[src/rtl/wb_host_master_if.sv]
// Command/response stream plus Wishbone classic bus of wb_host_master.
// master: the initiator side; slave: upstream test logic together with the Wishbone target.
interface wb_host_master_if;
    logic        cmd_valid_i;
    logic        cmd_ready_o;
    logic        cmd_we_i;
    logic [31:0] cmd_adr_i;
    logic [31:0] cmd_dat_i;
    logic [3:0]  cmd_sel_i;

    logic        rsp_valid_o;
    logic        rsp_ready_i;
    logic [31:0] rsp_dat_o;
    logic        rsp_err_o;

    logic        wbm_cyc_o;
    logic        wbm_stb_o;
    logic        wbm_we_o;
    logic [3:0]  wbm_sel_o;
    logic [31:0] wbm_adr_o;
    logic [31:0] wbm_dat_o;
    logic        wbm_ack_i;
    logic [31:0] wbm_dat_i;

    modport master (
        input  cmd_valid_i, cmd_we_i, cmd_adr_i, cmd_dat_i, cmd_sel_i,
        output cmd_ready_o,
        output rsp_valid_o, rsp_dat_o, rsp_err_o,
        input  rsp_ready_i,
        output wbm_cyc_o, wbm_stb_o, wbm_we_o, wbm_sel_o, wbm_adr_o, wbm_dat_o,
        input  wbm_ack_i, wbm_dat_i
    );

    modport slave (
        output cmd_valid_i, cmd_we_i, cmd_adr_i, cmd_dat_i, cmd_sel_i,
        input  cmd_ready_o,
        input  rsp_valid_o, rsp_dat_o, rsp_err_o,
        output rsp_ready_i,
        input  wbm_cyc_o, wbm_stb_o, wbm_we_o, wbm_sel_o, wbm_adr_o, wbm_dat_o,
        output wbm_ack_i, wbm_dat_i
    );
endinterface

[src/rtl/wb_host_master.sv]
// Wishbone classic initiator turning single commands into one bus transfer each.
// Define WBM_TIMEOUT_EN to add a watchdog that aborts a transfer after TIMEOUT_CYCLES without ack.
module wb_host_master #(
    parameter int TIMEOUT_CYCLES = 255,
    parameter int CNT_W          = 8
) (
    input  logic                 wb_clk_i,
    input  logic                 wb_rst_i,
    wb_host_master_if.master     bus,
    output logic                 busy_o
);

    typedef enum logic [1:0] {
        IDLE,
        BUS,
        RESP
    } state_t;

    state_t      state_q, state_d;
    logic        cyc_q, stb_q, we_q;
    logic [3:0]  sel_q;
    logic [31:0] adr_q, dat_q;
    logic        rsp_valid_q;
    logic [31:0] rsp_dat_q;
    logic        accept, acked, timeout, rsp_done;

    if (TIMEOUT_CYCLES < 1 || TIMEOUT_CYCLES > (2 ** CNT_W) - 1) begin : g_bad_timeout
        $error("wb_host_master: TIMEOUT_CYCLES out of range for CNT_W");
    end

    assign accept   = (state_q == IDLE) && bus.cmd_valid_i;
    assign acked    = (state_q == BUS) && bus.wbm_ack_i;
    assign rsp_done = (state_q == RESP) && rsp_valid_q && bus.rsp_ready_i;

`ifdef WBM_TIMEOUT_EN
    localparam logic [CNT_W-1:0] LAST_CNT = CNT_W'(TIMEOUT_CYCLES - 1);

    logic [CNT_W-1:0] cnt_q;
    logic             rsp_err_q;

    // An ack on the final watchdog cycle takes priority over the abort.
    assign timeout = (state_q == BUS) && !bus.wbm_ack_i && (cnt_q == LAST_CNT);

    always_ff @(posedge wb_clk_i) begin
        if (wb_rst_i) begin
            cnt_q     <= '0;
            rsp_err_q <= 1'b0;
        end else begin
            if (accept) begin
                cnt_q <= '0;
            end else if ((state_q == BUS) && !bus.wbm_ack_i) begin
                cnt_q <= cnt_q + 1'b1;
            end
            if (acked) begin
                rsp_err_q <= 1'b0;
            end else if (timeout) begin
                rsp_err_q <= 1'b1;
            end
        end
    end

    assign bus.rsp_err_o = rsp_err_q;
`else
    assign timeout       = 1'b0;
    assign bus.rsp_err_o = 1'b0;
`endif

    always_ff @(posedge wb_clk_i) begin
        if (wb_rst_i) begin
            state_q <= IDLE;
        end else begin
            state_q <= state_d;
        end
    end

    always_comb begin
        state_d = state_q;
        unique case (state_q)
            IDLE:    if (bus.cmd_valid_i) state_d = BUS;
            BUS:     if (bus.wbm_ack_i || timeout) state_d = RESP;
            RESP:    if (bus.rsp_ready_i) state_d = IDLE;
            default: state_d = IDLE;
        endcase
    end

    // Bus and response registers; adr/dat are left stale after a transfer.
    always_ff @(posedge wb_clk_i) begin
        if (wb_rst_i) begin
            cyc_q       <= 1'b0;
            stb_q       <= 1'b0;
            we_q        <= 1'b0;
            sel_q       <= '0;
            adr_q       <= '0;
            dat_q       <= '0;
            rsp_valid_q <= 1'b0;
            rsp_dat_q   <= '0;
        end else if (accept) begin
            cyc_q <= 1'b1;
            stb_q <= 1'b1;
            we_q  <= bus.cmd_we_i;
            sel_q <= bus.cmd_sel_i;
            adr_q <= bus.cmd_adr_i;
            dat_q <= bus.cmd_dat_i;
        end else if (acked || timeout) begin
            cyc_q       <= 1'b0;
            stb_q       <= 1'b0;
            we_q        <= 1'b0;
            sel_q       <= '0;
            rsp_valid_q <= 1'b1;
            rsp_dat_q   <= (acked && !we_q) ? bus.wbm_dat_i : 32'h0;
        end else if (rsp_done) begin
            rsp_valid_q <= 1'b0;
        end
    end

    assign bus.cmd_ready_o = (state_q == IDLE);
    assign bus.rsp_valid_o = rsp_valid_q;
    assign bus.rsp_dat_o   = rsp_dat_q;
    assign bus.wbm_cyc_o   = cyc_q;
    assign bus.wbm_stb_o   = stb_q;
    assign bus.wbm_we_o    = we_q;
    assign bus.wbm_sel_o   = sel_q;
    assign bus.wbm_adr_o   = adr_q;
    assign bus.wbm_dat_o   = dat_q;
    assign busy_o          = (state_q != IDLE);

endmodule
[src/flat_wrapper.sv]
// flat-port wrapper written by rule: the top's interface ports become plain ports
module wb_host_master_flat 
#(
    parameter int TIMEOUT_CYCLES = 255,
    parameter int CNT_W          = 8
)
  (wb_clk_i, wb_rst_i, busy_o, bus_cmd_valid_i, bus_cmd_we_i, bus_cmd_adr_i, bus_cmd_dat_i, bus_cmd_sel_i, bus_cmd_ready_o, bus_rsp_valid_o, bus_rsp_dat_o, bus_rsp_err_o, bus_rsp_ready_i, bus_wbm_cyc_o, bus_wbm_stb_o, bus_wbm_we_o, bus_wbm_sel_o, bus_wbm_adr_o, bus_wbm_dat_o, bus_wbm_ack_i, bus_wbm_dat_i);
  wb_host_master_if bus_i ();
  input  logic wb_clk_i;
  input  logic wb_rst_i;
  output logic busy_o;
  input wire logic [$bits(bus_i.cmd_valid_i)-1:0] bus_cmd_valid_i;
  input wire logic [$bits(bus_i.cmd_we_i)-1:0] bus_cmd_we_i;
  input wire logic [$bits(bus_i.cmd_adr_i)-1:0] bus_cmd_adr_i;
  input wire logic [$bits(bus_i.cmd_dat_i)-1:0] bus_cmd_dat_i;
  input wire logic [$bits(bus_i.cmd_sel_i)-1:0] bus_cmd_sel_i;
  output wire logic [$bits(bus_i.cmd_ready_o)-1:0] bus_cmd_ready_o;
  output wire logic [$bits(bus_i.rsp_valid_o)-1:0] bus_rsp_valid_o;
  output wire logic [$bits(bus_i.rsp_dat_o)-1:0] bus_rsp_dat_o;
  output wire logic [$bits(bus_i.rsp_err_o)-1:0] bus_rsp_err_o;
  input wire logic [$bits(bus_i.rsp_ready_i)-1:0] bus_rsp_ready_i;
  output wire logic [$bits(bus_i.wbm_cyc_o)-1:0] bus_wbm_cyc_o;
  output wire logic [$bits(bus_i.wbm_stb_o)-1:0] bus_wbm_stb_o;
  output wire logic [$bits(bus_i.wbm_we_o)-1:0] bus_wbm_we_o;
  output wire logic [$bits(bus_i.wbm_sel_o)-1:0] bus_wbm_sel_o;
  output wire logic [$bits(bus_i.wbm_adr_o)-1:0] bus_wbm_adr_o;
  output wire logic [$bits(bus_i.wbm_dat_o)-1:0] bus_wbm_dat_o;
  input wire logic [$bits(bus_i.wbm_ack_i)-1:0] bus_wbm_ack_i;
  input wire logic [$bits(bus_i.wbm_dat_i)-1:0] bus_wbm_dat_i;
  assign bus_i.cmd_valid_i = bus_cmd_valid_i;
  assign bus_i.cmd_we_i = bus_cmd_we_i;
  assign bus_i.cmd_adr_i = bus_cmd_adr_i;
  assign bus_i.cmd_dat_i = bus_cmd_dat_i;
  assign bus_i.cmd_sel_i = bus_cmd_sel_i;
  assign bus_cmd_ready_o = bus_i.cmd_ready_o;
  assign bus_rsp_valid_o = bus_i.rsp_valid_o;
  assign bus_rsp_dat_o = bus_i.rsp_dat_o;
  assign bus_rsp_err_o = bus_i.rsp_err_o;
  assign bus_i.rsp_ready_i = bus_rsp_ready_i;
  assign bus_wbm_cyc_o = bus_i.wbm_cyc_o;
  assign bus_wbm_stb_o = bus_i.wbm_stb_o;
  assign bus_wbm_we_o = bus_i.wbm_we_o;
  assign bus_wbm_sel_o = bus_i.wbm_sel_o;
  assign bus_wbm_adr_o = bus_i.wbm_adr_o;
  assign bus_wbm_dat_o = bus_i.wbm_dat_o;
  assign bus_i.wbm_ack_i = bus_wbm_ack_i;
  assign bus_i.wbm_dat_i = bus_wbm_dat_i;
  wb_host_master #(.TIMEOUT_CYCLES(TIMEOUT_CYCLES), .CNT_W(CNT_W)) u_core (.wb_clk_i(wb_clk_i), .wb_rst_i(wb_rst_i), .bus(bus_i), .busy_o(busy_o));
endmodule
[config.mk]
export PLATFORM = sky130hd
export DESIGN_NAME = wb_host_master_flat
export DESIGN_NICKNAME = d
export VERILOG_FILES = /design/src/rtl/wb_host_master_if.sv /design/src/rtl/wb_host_master.sv /design/src/flat_wrapper.sv
export SDC_FILE = /design/constraint.sdc
export NUM_CORES = 1
export LEC_CHECK = 0
export BUFFER_PORTS_ARGS = -buffer_cell sky130_fd_sc_hd__buf_4
export CORE_MARGIN = 2
export CORE_UTILIZATION = 40
export CTS_CLUSTER_DIAMETER = 100
export DETAILED_ROUTE_END_ITERATION = 10
export PLACE_DENSITY_LB_ADDON = 0.25
export SETUP_SLACK_MARGIN = 0.05
export SLEW_MARGIN = 25
export SYNTH_ARGS = -nofsm -noshare
export SYNTH_HDL_FRONTEND = slang
export SYNTH_SLANG_ARGS = --single-unit
[constraint.sdc]
create_clock -name wb_clk_i -period 4 [get_ports wb_clk_i]
set_input_delay 0.8 -clock wb_clk_i [delete_from_list [all_inputs] [get_ports wb_clk_i]]
set_output_delay 0.8 -clock wb_clk_i [all_outputs]
set_load 0.02 [all_outputs]
# Word-level counts from Yosys, hierarchy flattened
# Index checks and enable logic that the tools add are counted.
totals:
  output_inout_bits: 107
  wordCells: 39
  inputBits: 106
  reg_bits: 105
op_classes:
  n_eq_ne: 5
  mux: 12
  reduce_logical: 13
  n_bitwise: 1
ops:
  columns: ["operator", "count"]
  rows:
  - ["$mux 32", 1]
  - ["$mux 4", 2]
  - ["$mux 2", 3]
  - ["$ne 2x2->1 const B", 3]
  - ["$pmux 2 s3", 1]
  - ["$reduce_bool 2->1", 3]
  - ["$logic_and 1x1->1", 5]
  - ["$mux 1", 5]
  - ["$reduce_and 2->1", 2]
  - ["$reduce_and 3->1", 1]
  - ["$eq 2x1->1 const B", 1]
  - ["$eq 2x2->1 const B", 1]
  - ["$logic_not 2->1", 1]
  - ["$logic_not 1->1", 1]
  - ["$not 1->1", 1]

# Logic depth before layout (Yosys ltp)
# Gate-level depths: netlist of the first run.
logic_depth:
  depth_word: 5
  depth_mapped: 7
  ltp_nobuf: 3

# Least setup slack after synthesis of the first run
# OpenSTA, ideal clock, no wires.
synth_path:
  path_kind: "input port to flip-flop"
  start: "input port bus_cmd_valid_i"
  end: "register u_core.dat_q[21], in the netlist u_core.bus.wbm_dat_o[21]"
  arrival_time_ns: 1.618
  path_buffers: 3
  stages: 6
  required_ns: 3.868
  slack_ns: 2.250
  setup_time_ns: 0.132
  path_cell_list: "or3b_1 -> buf_2 -> buf_6 -> buf_6 -> nand2_1 -> a21oi_1"
synth_via:
  elab_chain_cells: 1
synth_rtl:
  columns: ["element", "line_no", "text"]
  rows:
  - ["start: declaration", "flat_wrapper.sv:12", "input wire logic [$bits(bus_i.cmd_valid_i)-1:0] bus_cmd_valid_i;"]
  - ["$logic_and 1x1->1", "wb_host_master.sv:31", "assign accept = (state_q == IDLE) && bus.cmd_valid_i;"]
  - ["end signal: assignment", "wb_host_master.sv:103", "dat_q <= bus.cmd_dat_i;"]
  - ["end: declaration", "wb_host_master.sv:22", "logic [31:0] adr_q, dat_q;"]
# Every way passes these cells.
# A chain may end at the register's enable or synchronous reset.

# Worst setup path after layout of the first run
layout_path:
  start: "register u_core.state_q[0]"
  end: "output port busy_o"
layout_via:
  elab_chain_cells: 1
layout_rtl:
  columns: ["element", "line_no", "text"]
  rows:
  - ["start: declaration", "wb_host_master.sv:19", "state_t state_q, state_d;"]
  - ["start signal: assignment", "wb_host_master.sv:72", "state_q <= state_d;"]
  - ["$reduce_bool 2->1", "wb_host_master.sv:125", "assign busy_o = (state_q != IDLE);"]
  - ["end: declaration", "flat_wrapper.sv:11", "output logic busy_o;"]
# Every way passes these cells.

==> qor_table.md, run 1 <==
| Result | Reported | Unit |
|---|---|---|
| Setup repair after global routing missed its margin | false | - |
| Max Clock Freq | 500 | MHz |
| Post-synthesis share of cell area spent on full adders, half adders and majority gates | 0 | - |
| Vias in the first global route | 3520 | - |
| Clock-pin slew reported for the worst setup and hold paths after clock tree synthesis | 90 | ps |
| Compound-Gate Fraction of Synth Area | 0.141 | - |
| Wire length of the first global-routing pass | 16.1 | mm |
| Post-route worst hold slack | 455 | ps |
| Worst skew pair latency | 350 | ps |
| Status | finished, final reports clean | - |
| Worst setup path class | flip-flop to output port | - |
| Least-Margin Pin Slew | 757 | ps |
| Iter 0 DRT Violations | 146 | - |
| H-Tree Depth | 3 | - |
| Dominant combinational cell family by area after synthesis | simple AND/OR/NAND/NOR gates | - |
| Post-CTS Hold Buffers | 0 | - |
| Max Buffers Root-to-Sink | 2 | - |
| Min Clock Period, post-route | 2000 | ps |
| GR Overflow Total | 0 | - |
| Detailed-route via count | 3710 | - |
| Layout cell share with drive strength beyond 1 | 0.356 | - |
| Mapped Nets | 574 | - |
| Relative max-transition margin | 0.495 | - |
| Max Clock Skew | 9.74 | ps |
| Number of inserted diodes | 0 | - |
| Synth-to-layout area growth | 47.9 | % |
| Total power density per cell area | 417 | mW/mm^2 |
| Antenna violations before repair | 0 | - |
| Share of synthesized area occupied by flip-flops and latches | 0.552 | - |
| Maximum number of pins on one net before global-route repair | 106 | - |
| Number of input and output port buffers inserted | 211 | - |
| Area of the multi-input gates | 0.00150 | mm^2 |
| Synthesized-area fraction occupied by xor and xnor cells | 0 | - |
| Total wirelength of the detailed-routed design | 10.6 | mm |
| Pleak | 2.49 | nW |
| Final number of setup-violating endpoints | 0 | - |
| Synth cell types | 18 | - |
| Number of hold-slack violations in the final timing report | 0 | - |
| Path class of the lowest-slack min-delay path | flip-flop to flip-flop | - |
| Post-Syn Area per Cell | 8.14 | um^2 |
| Die width | 102 | um |
| Post-cts sizing count | 0 | - |
| Cell taking the most area after synthesis | sky130_fd_sc_hd__dfxtp_1 | - |
| Warnings from Yosys | 0 | - |
| Wire length per cell after detailed routing | 13.4 | um |
| Area share of and/or/nand/nor cells after synthesis | 0.250 | - |
| Part of the cycle the worst path needs | 0.500 | - |
| Pre-Repair DR Iteration Count | 7 | - |
| Gate Count Post-Synth | 468 | - |
| Cell count after placement | 771 | - |
| Total routing resource utilization after global routing | 0.195 | - |
| Required @ worst endpoint | 3200 | ps |
| ANT nets after route | 0 | - |
| Effective utilization at floorplan | 0.412 | - |
| Count of filler cells inserted in the layout | 807 | - |
| Number of violations of the max-capacitance limit | 0 | - |
| Clock Tree Root | sky130_fd_sc_hd__clkbuf_8 | - |
| Met1 usage in global routing | 0.225 | - |
| FF/Latch Area | 0.00210 | mm^2 |
| Final estimated routing congestion in global placement | 0.745 | - |
| Final count of pins violating max slew | 0 | - |
| Final cell count without fillers | 786 | - |
| Final design utilization | 0.610 | - |
| Maximum resistive drop on vdd | 0.000226 | V |
| Met2 Resource Use GR | 0.339 | - |
| Cells taking the most area after synthesis | sky130_fd_sc_hd__dfxtp_1, sky130_fd_sc_hd__nand2_1, sky130_fd_sc_hd__a21oi_1 | - |
| Type of destination of the critical path | output port | - |
| Via-to-Cell Ratio | 4.72 | - |
| Yosys top cell area share | 0.552 | - |
| Placeable core area | 0.00924 | mm^2 |
| Maximum fanout along the worst path | 10 | - |
| CTS tree | done | - |
| Number of flip-flops and latches in the synthesized netlist | 105 | - |
| Final total negative setup slack | 0 | ps |
| Buffers inserted by post-CTS timing repair | 0 | - |
| Num Clock Sinks | 105 | - |
| Die Area | 0.0103 | mm^2 |
| Number of nets in the finished design | 759 | - |
| Global Route met3 Usage | 0.0600 | - |
| Final total power | 2.35 | mW |
| Number of placed I/O pins | 213 | - |
| Count of standard-cell rows | 35 | - |
| Gr busiest metal | met2 | - |
| Cts bufs inserted | 9 | - |
| Mapped cell area | 0.00381 | mm^2 |
| Multiplexer share of the synthesized area | 0 | - |
| Chip Height | 102 | um |
| HPWL Detailed | 7.25 | mm |
| Startpoint type of the worst setup path | flip-flop | - |
| Residual DRC count | 0 | - |
| Data arrival time of the critical path | 1200 | ps |
kinds of logic after synthesis:
family	count (synthesis)
other	1
buffers and inverters	43
AND/OR/NAND/NOR	213
AO/OA/AOI/OAI	106
flip-flops	105
flip-flops by register name, indices dropped and copies added, names as in the netlist:
name and flops:
u_core.bus.rsp_dat_o 32, u_core.bus.rsp_valid_o 1, u_core.bus.wbm_adr_o 32, u_core.bus.wbm_cyc_o 1, u_core.bus.wbm_dat_o 32, u_core.bus.wbm_sel_o 4
u_core.bus.wbm_we_o 1, u_core.state_q 2
stage by stage:
stage | instance area, um^2 | setup slack (ps)
after CTS | 5630 | 1980
after floorplan | 3810 | 2250
final | 5630 | 2000
after global placement | 5390 | 1770
after detailed placement | 5390 | 1880
after global routing | 5630 | 1930
metal layers:
metal  routed length (um)  share of wire
met5                    0              0
met4                  158          0.015
met3                  881          0.083
met2                 5410           0.51
met1                 4110           0.39
worst max-delay path: stages (launching register included):
cell	delay [ps]
sky130_fd_sc_hd__dfxtp_1	530
sky130_fd_sc_hd__nor2_1	110
sky130_fd_sc_hd__inv_1	80
sky130_fd_sc_hd__buf_4	140
layout make-up:
cell class	instances	share of cell area
clock buffer	10	0.0244
clock inverter	5	0.0184
inverter	1	0.000666
multi-input combinational	320	0.266
sequential	105	0.373
tap	129	0.0286
timing repair buffer	216	0.288
synth_stat cells:
cell type	number
sky130_fd_sc_hd__nand3b_1	33
sky130_fd_sc_hd__buf_6	3
sky130_fd_sc_hd__inv_1	1
sky130_fd_sc_hd__nand2b_1	1
sky130_fd_sc_hd__buf_2	19
sky130_fd_sc_hd__nor3b_2	1
sky130_fd_sc_hd__clkbuf_1	18
sky130_fd_sc_hd__nand2_1	165
sky130_fd_sc_hd__dfxtp_1	105
sky130_fd_sc_hd__nand3_1	5
sky130_fd_sc_hd__buf_4	2
sky130_fd_sc_hd__or3b_1	1
sky130_fd_sc_hd__conb_1	1
sky130_fd_sc_hd__a21oi_1	104
sky130_fd_sc_hd__and3b_1	1
sky130_fd_sc_hd__a2111oi_0	1
sky130_fd_sc_hd__nor2_1	6
sky130_fd_sc_hd__a2bb2oi_1	1
cell usage in the layout (no fill, tap or decap), types with 3 or more instances in the layout:
cell and n:
sky130_fd_sc_hd__buf_4 215, sky130_fd_sc_hd__nand2_1 165, sky130_fd_sc_hd__dfxtp_1 105, sky130_fd_sc_hd__a21oi_1 104, sky130_fd_sc_hd__nand3b_1 33, sky130_fd_sc_hd__clkbuf_8 10, sky130_fd_sc_hd__nor2_1 6, sky130_fd_sc_hd__nand3_1 5
sky130_fd_sc_hd__bufinv_16 3
path summary, 6_finish.rpt:
path / cells past startpoint / to / slack [ps] / from
hold / removal: 2 / u_core.bus.rsp_dat_o[25] / 450 / u_core.bus.rsp_dat_o[25]
hold reg to reg: 2 / u_core.bus.rsp_dat_o[25] / 450 / u_core.bus.rsp_dat_o[25]
setup / recovery: 3 / busy_o / 2000 / u_core.state_q[0]
setup reg to reg: 4 / u_core.bus.wbm_sel_o[2] / 2330 / u_core.state_q[0]
power by group:
| part | switching (mW) | internal (mW) |
|---|---|---|
| Clock | 0.348 | 0.430 |
| Sequential | 0.0344 | 1.11 |
| Combinational | 0.234 | 0.196 |
| Total | 0.616 | 1.73 |
Note: power is estimated with default switching activity, not from simulation.
==> inputs of run 2 (changes only) <==
ABC_AREA = 1   (was not set)
clock period = 1.9 ns   (was 4 ns; I/O delays follow)
==> run 2 against run 1 <==
First-iteration DRC count grew 16%. Worst hold slack got worse by 180 ps. Design area fell by 1.2%. Flip-flop and latch count unchanged. Clock-buffer cell count is 1 higher. Power increased by 96%. Clock power is 68% higher. Clock skew up 3.1 ps. Non-clock buffer count up 3. Highest routed layer unchanged.
==> qor_table.md, run 2 <==
| Result | Reported | Unit | Change |
|---|---|---|---|
| Slowest Stage Delay on Critical Path | 370 | ps | -160 ps |
| Required @ worst endpoint | 1520 | ps | -1680 ps |
| Multiplexer share of the synthesized area | 0 | - | unchanged |
| HPWL Detailed | 7.34 | mm | +1.3% |
| Most common cell after layout, fill and taps aside | sky130_fd_sc_hd__buf_4 | - |  |
| Data arrival time of the critical path | 1090 | ps | -110 ps |
| Cell family contributing the most delay on the critical path | flip-flops | - |  |
| Maximum resistive drop on vdd | 0.000470 | V | +110% |
| Worst setup path class | flip-flop to output port | - |  |
| Number of buffers and inverters on the critical path | 1 | - | -1 |
| H-Tree Depth | 3 | - | unchanged |
| Critical Path Slowest Stage Cell | sky130_fd_sc_hd__dfxtp_1 | - |  |
| Final total power | 4.61 | mW | +96% |
| Worst skew pair latency | 350 | ps | about the same |
| Startpoint type of the worst setup path | flip-flop | - |  |
| Layout cell share with drive strength beyond 1 | 0.363 | - | +0.00679 |
| Buffers inserted by post-CTS timing repair | 0 | - | unchanged |
| Path class of the lowest-slack min-delay path | input pin to flip-flop | - |  |
| Final number of setup-violating endpoints | 0 | - | unchanged |
| Post-route standard cell area excluding fillers | 0.00557 | mm^2 | -1.2% |
| Cell taking the most area after synthesis | sky130_fd_sc_hd__dfxtp_1 | - |  |
| Synth-to-layout area growth | 48.2 | % |  |
| Post-Syn Area per Cell | 7.97 | um^2 | -2.0% |
| Mapped Nets | 577 | - | +0.52% |
| Worst-path cell chain | nor2_1 -> buf_4 | - |  |
| Cts bufs inserted | 9 | - | unchanged |
| Max Clock Skew | 12.8 | ps | +3.07 ps |
| Cell count after placement | 759 | - | -1.6% |
| Maximum fanout along the worst path | 5 | - | -5 |
| Top post-synthesis cells by count | sky130_fd_sc_hd__nand2_1, sky130_fd_sc_hd__a21oi_1, sky130_fd_sc_hd__dfxtp_1 | - |  |
| Cells taking the most area after synthesis | sky130_fd_sc_hd__dfxtp_1, sky130_fd_sc_hd__nand2_1, sky130_fd_sc_hd__a21oi_1 | - |  |
| Wire length of the first global-routing pass | 16.5 | mm | +2.4% |
| Least-Margin Pin Slew | 503 | ps | -255 ps |
| Number of placed I/O pins | 213 | - | unchanged |
| Part of the cycle the worst path needs | 0.774 | - |  |
| Number of violations of the max-capacitance limit | 0 | - | unchanged |
| Die width | 101 | um | -0.68% |
| Leading cell types in the layout, fill and taps excluded | sky130_fd_sc_hd__buf_4, sky130_fd_sc_hd__nand2_1, sky130_fd_sc_hd__a21oi_1, sky130_fd_sc_hd__dfxtp_1, sky130_fd_sc_hd__nand4_1 | - |  |
| Max Clock Freq | 680 | MHz |  |
| Total wirelength of the detailed-routed design | 10.8 | mm | +2.5% |
| Final count of pins violating max slew | 0 | - | unchanged |
| Leading cell type by number of instances after synthesis | sky130_fd_sc_hd__nand2_1 | - |  |
| Dominant combinational cell family by area after synthesis | simple AND/OR/NAND/NOR gates | - |  |
| Post-CTS Hold Buffers | 0 | - | unchanged |
| Num Clock Sinks | 105 | - | unchanged |
| Gr busiest metal | met2 | - |  |
| Die Area | 0.0102 | mm^2 | -1.4% |
| Type of destination of the critical path | output port | - |  |
| Maximum number of pins on one net before global-route repair | 106 | - | unchanged |
| Final cell count without fillers | 775 | - | -1.4% |
| Number of inserted diodes | 0 | - | unchanged |
| Clock Tree Root | sky130_fd_sc_hd__clkbuf_8 | - |  |
| Area share of and/or/nand/nor cells after synthesis | 0.242 | - | -0.00808 |
| Relative max-transition margin | 0.665 | - | +0.170 |
| DP Area | 0.00538 | mm^2 | -0.21% |
| Pre-Repair DR Iteration Count | 4 | - | -3 |
| Pleak | 2.47 | nW | -0.65% |
| Number of synthesized flops with an enable pin | 0 | - | unchanged |
| Post-synthesis share of cell area spent on full adders, half adders and majority gates | 0 | - | unchanged |
| Met1 usage in global routing | 0.261 | - | +0.0361 |
| Setup repair after global routing missed its margin | false | - |  |
| Number of input and output port buffers inserted | 211 | - | unchanged |
| Most used flip-flop cell after synthesis | sky130_fd_sc_hd__dfxtp_1 | - |  |
| Number of hold-slack violations in the final timing report | 0 | - | unchanged |
| Vias in the first global route | 3400 | - | -3.4% |
| Synth cell types | 17 | - | -1 |
| Residual DRC count | 0 | - | unchanged |
| Yosys top cell area share | 0.560 | - | +0.00790 |
| Gate Count Post-Synth | 471 | - | +0.64% |
| Clock-pin slew reported for the worst setup and hold paths after clock tree synthesis | 100 | ps | about the same |
| Iter 0 DRT Violations | 169 | - | +16% |
| Warnings from Yosys | 0 | - | unchanged |
| CTS tree | done | - |  |
| Chip Height | 101 | um | -0.68% |
| Count of filler cells inserted in the layout | 833 | - | +3.2% |
| Async S/R FF share, synth | 0 | - | unchanged |
| Wire length per cell after detailed routing | 14.0 | um | +4.0% |
| Detailed-route via count | 3843 | - | +3.6% |
| Max Buffers Root-to-Sink | 2 | - | unchanged |
| ANT nets after route | 0 | - | unchanged |
| Effective utilization at floorplan | 0.408 | - | -0.00389 |
| Count of standard-cell rows | 35 | - | unchanged |
| Total power density per cell area | 829 | mW/mm^2 | +99% |
| Share of synthesized area occupied by flip-flops and latches | 0.560 | - | +0.00790 |
| Min Clock Period, post-route | 1470 | ps |  |
| Global Route met3 Usage | 0.0381 | - | -0.0219 |
| Via-to-Cell Ratio | 4.96 | - | +5.1% |
| Antenna violations before repair | 0 | - | unchanged |
| Number of flip-flops and latches in the synthesized netlist | 105 | - | unchanged |
| Area of the multi-input gates | 0.00144 | mm^2 | -4.3% |
| Number of nets in the finished design | 765 | - | +0.79% |
| Met2 Resource Use GR | 0.321 | - | -0.0180 |
| Final estimated routing congestion in global placement | 0.774 | - | +3.9% |
| Mapped cell area | 0.00376 | mm^2 | -1.4% |
| Final total negative setup slack | 0 | ps | unchanged |
| Placeable core area | 0.00920 | mm^2 | -0.47% |
| Total routing resource utilization after global routing | 0.199 | - | +0.00427 |
| Compound-Gate Fraction of Synth Area | 0.140 | - | -0.00131 |
| Post-cts sizing count | 0 | - | unchanged |
| GR Overflow Total | 0 | - | unchanged |
| FF/Latch Area | 0.00210 | mm^2 | unchanged |
| Status | finished, final reports clean | - |  |
| Synthesized-area fraction occupied by xor and xnor cells | 0 | - | unchanged |
run 2: cell count changes in the layout (fill, tap and decap cells not counted), sizes merged, moves of 2 or more:
cell,change
buf,+3
bufinv,-3
inv,+5
nand2,+5
nand3,+2
nand3b,-32
nand4,+32
nor2,-3
run 2: path summary, 6_finish.rpt:
check                                 from                       end  slack (ps)  cells past startpoint
hold / removal           bus_cmd_dat_i[27]  u_core.bus.wbm_dat_o[27]         270                      3
hold reg to reg   u_core.bus.wbm_dat_o[31]  u_core.bus.wbm_dat_o[31]         470                      2
setup reg to reg         u_core.state_q[1]  u_core.bus.wbm_dat_o[25]         580                      6
setup / recovery         u_core.state_q[1]           bus_cmd_ready_o         430                      2
run 2: layout make-up:
cell class                      count  area share
Sequential cell                   105       0.378
Inverter                            5     0.00337
Timing Repair Buffer              219       0.302
Clock buffer                       11      0.0272
Multi-Input combinational cell    319       0.258
Clock inverter                      5     0.00697
Tap cell                          111      0.0249
run 2: metal layers:
layer,wire (um),part of all wire
met4,256,0.024
met2,5160,0.48
met5,0,0
met3,729,0.067
met1,4690,0.43
run 2: where the power goes:
group          leakage [nW]  internal (mW)  switching (mW)
sequential            0.859           2.33          0.0666
clock                0.0959          0.557           0.753
combinational          1.51          0.408           0.503
total                  2.47           3.29            1.32
run 2: stage by stage:
step                      hold slack, ps  worst slack (ps)   util
final                                271               430  0.605
after global routing                 249               373  0.605
after CTS                            253               399  0.605
after detailed placement             456               556  0.585
after global placement               447               600  0.585
after floorplan                      517               606      -
run 2: logic make-up (layout without fill, tap and decap cells):
group,Yosys count,after routing
other,1,1
and+or+nand+nor,213,213
buffers and inverters,47,240
DFF,105,105
AOI/OAI and AO/OA,105,105
run 2: tightest hold or removal path: stages:
cell and delay [ps]:
sky130_fd_sc_hd__buf_4 100, sky130_fd_sc_hd__nand2_1 50, sky130_fd_sc_hd__a21oi_1 50
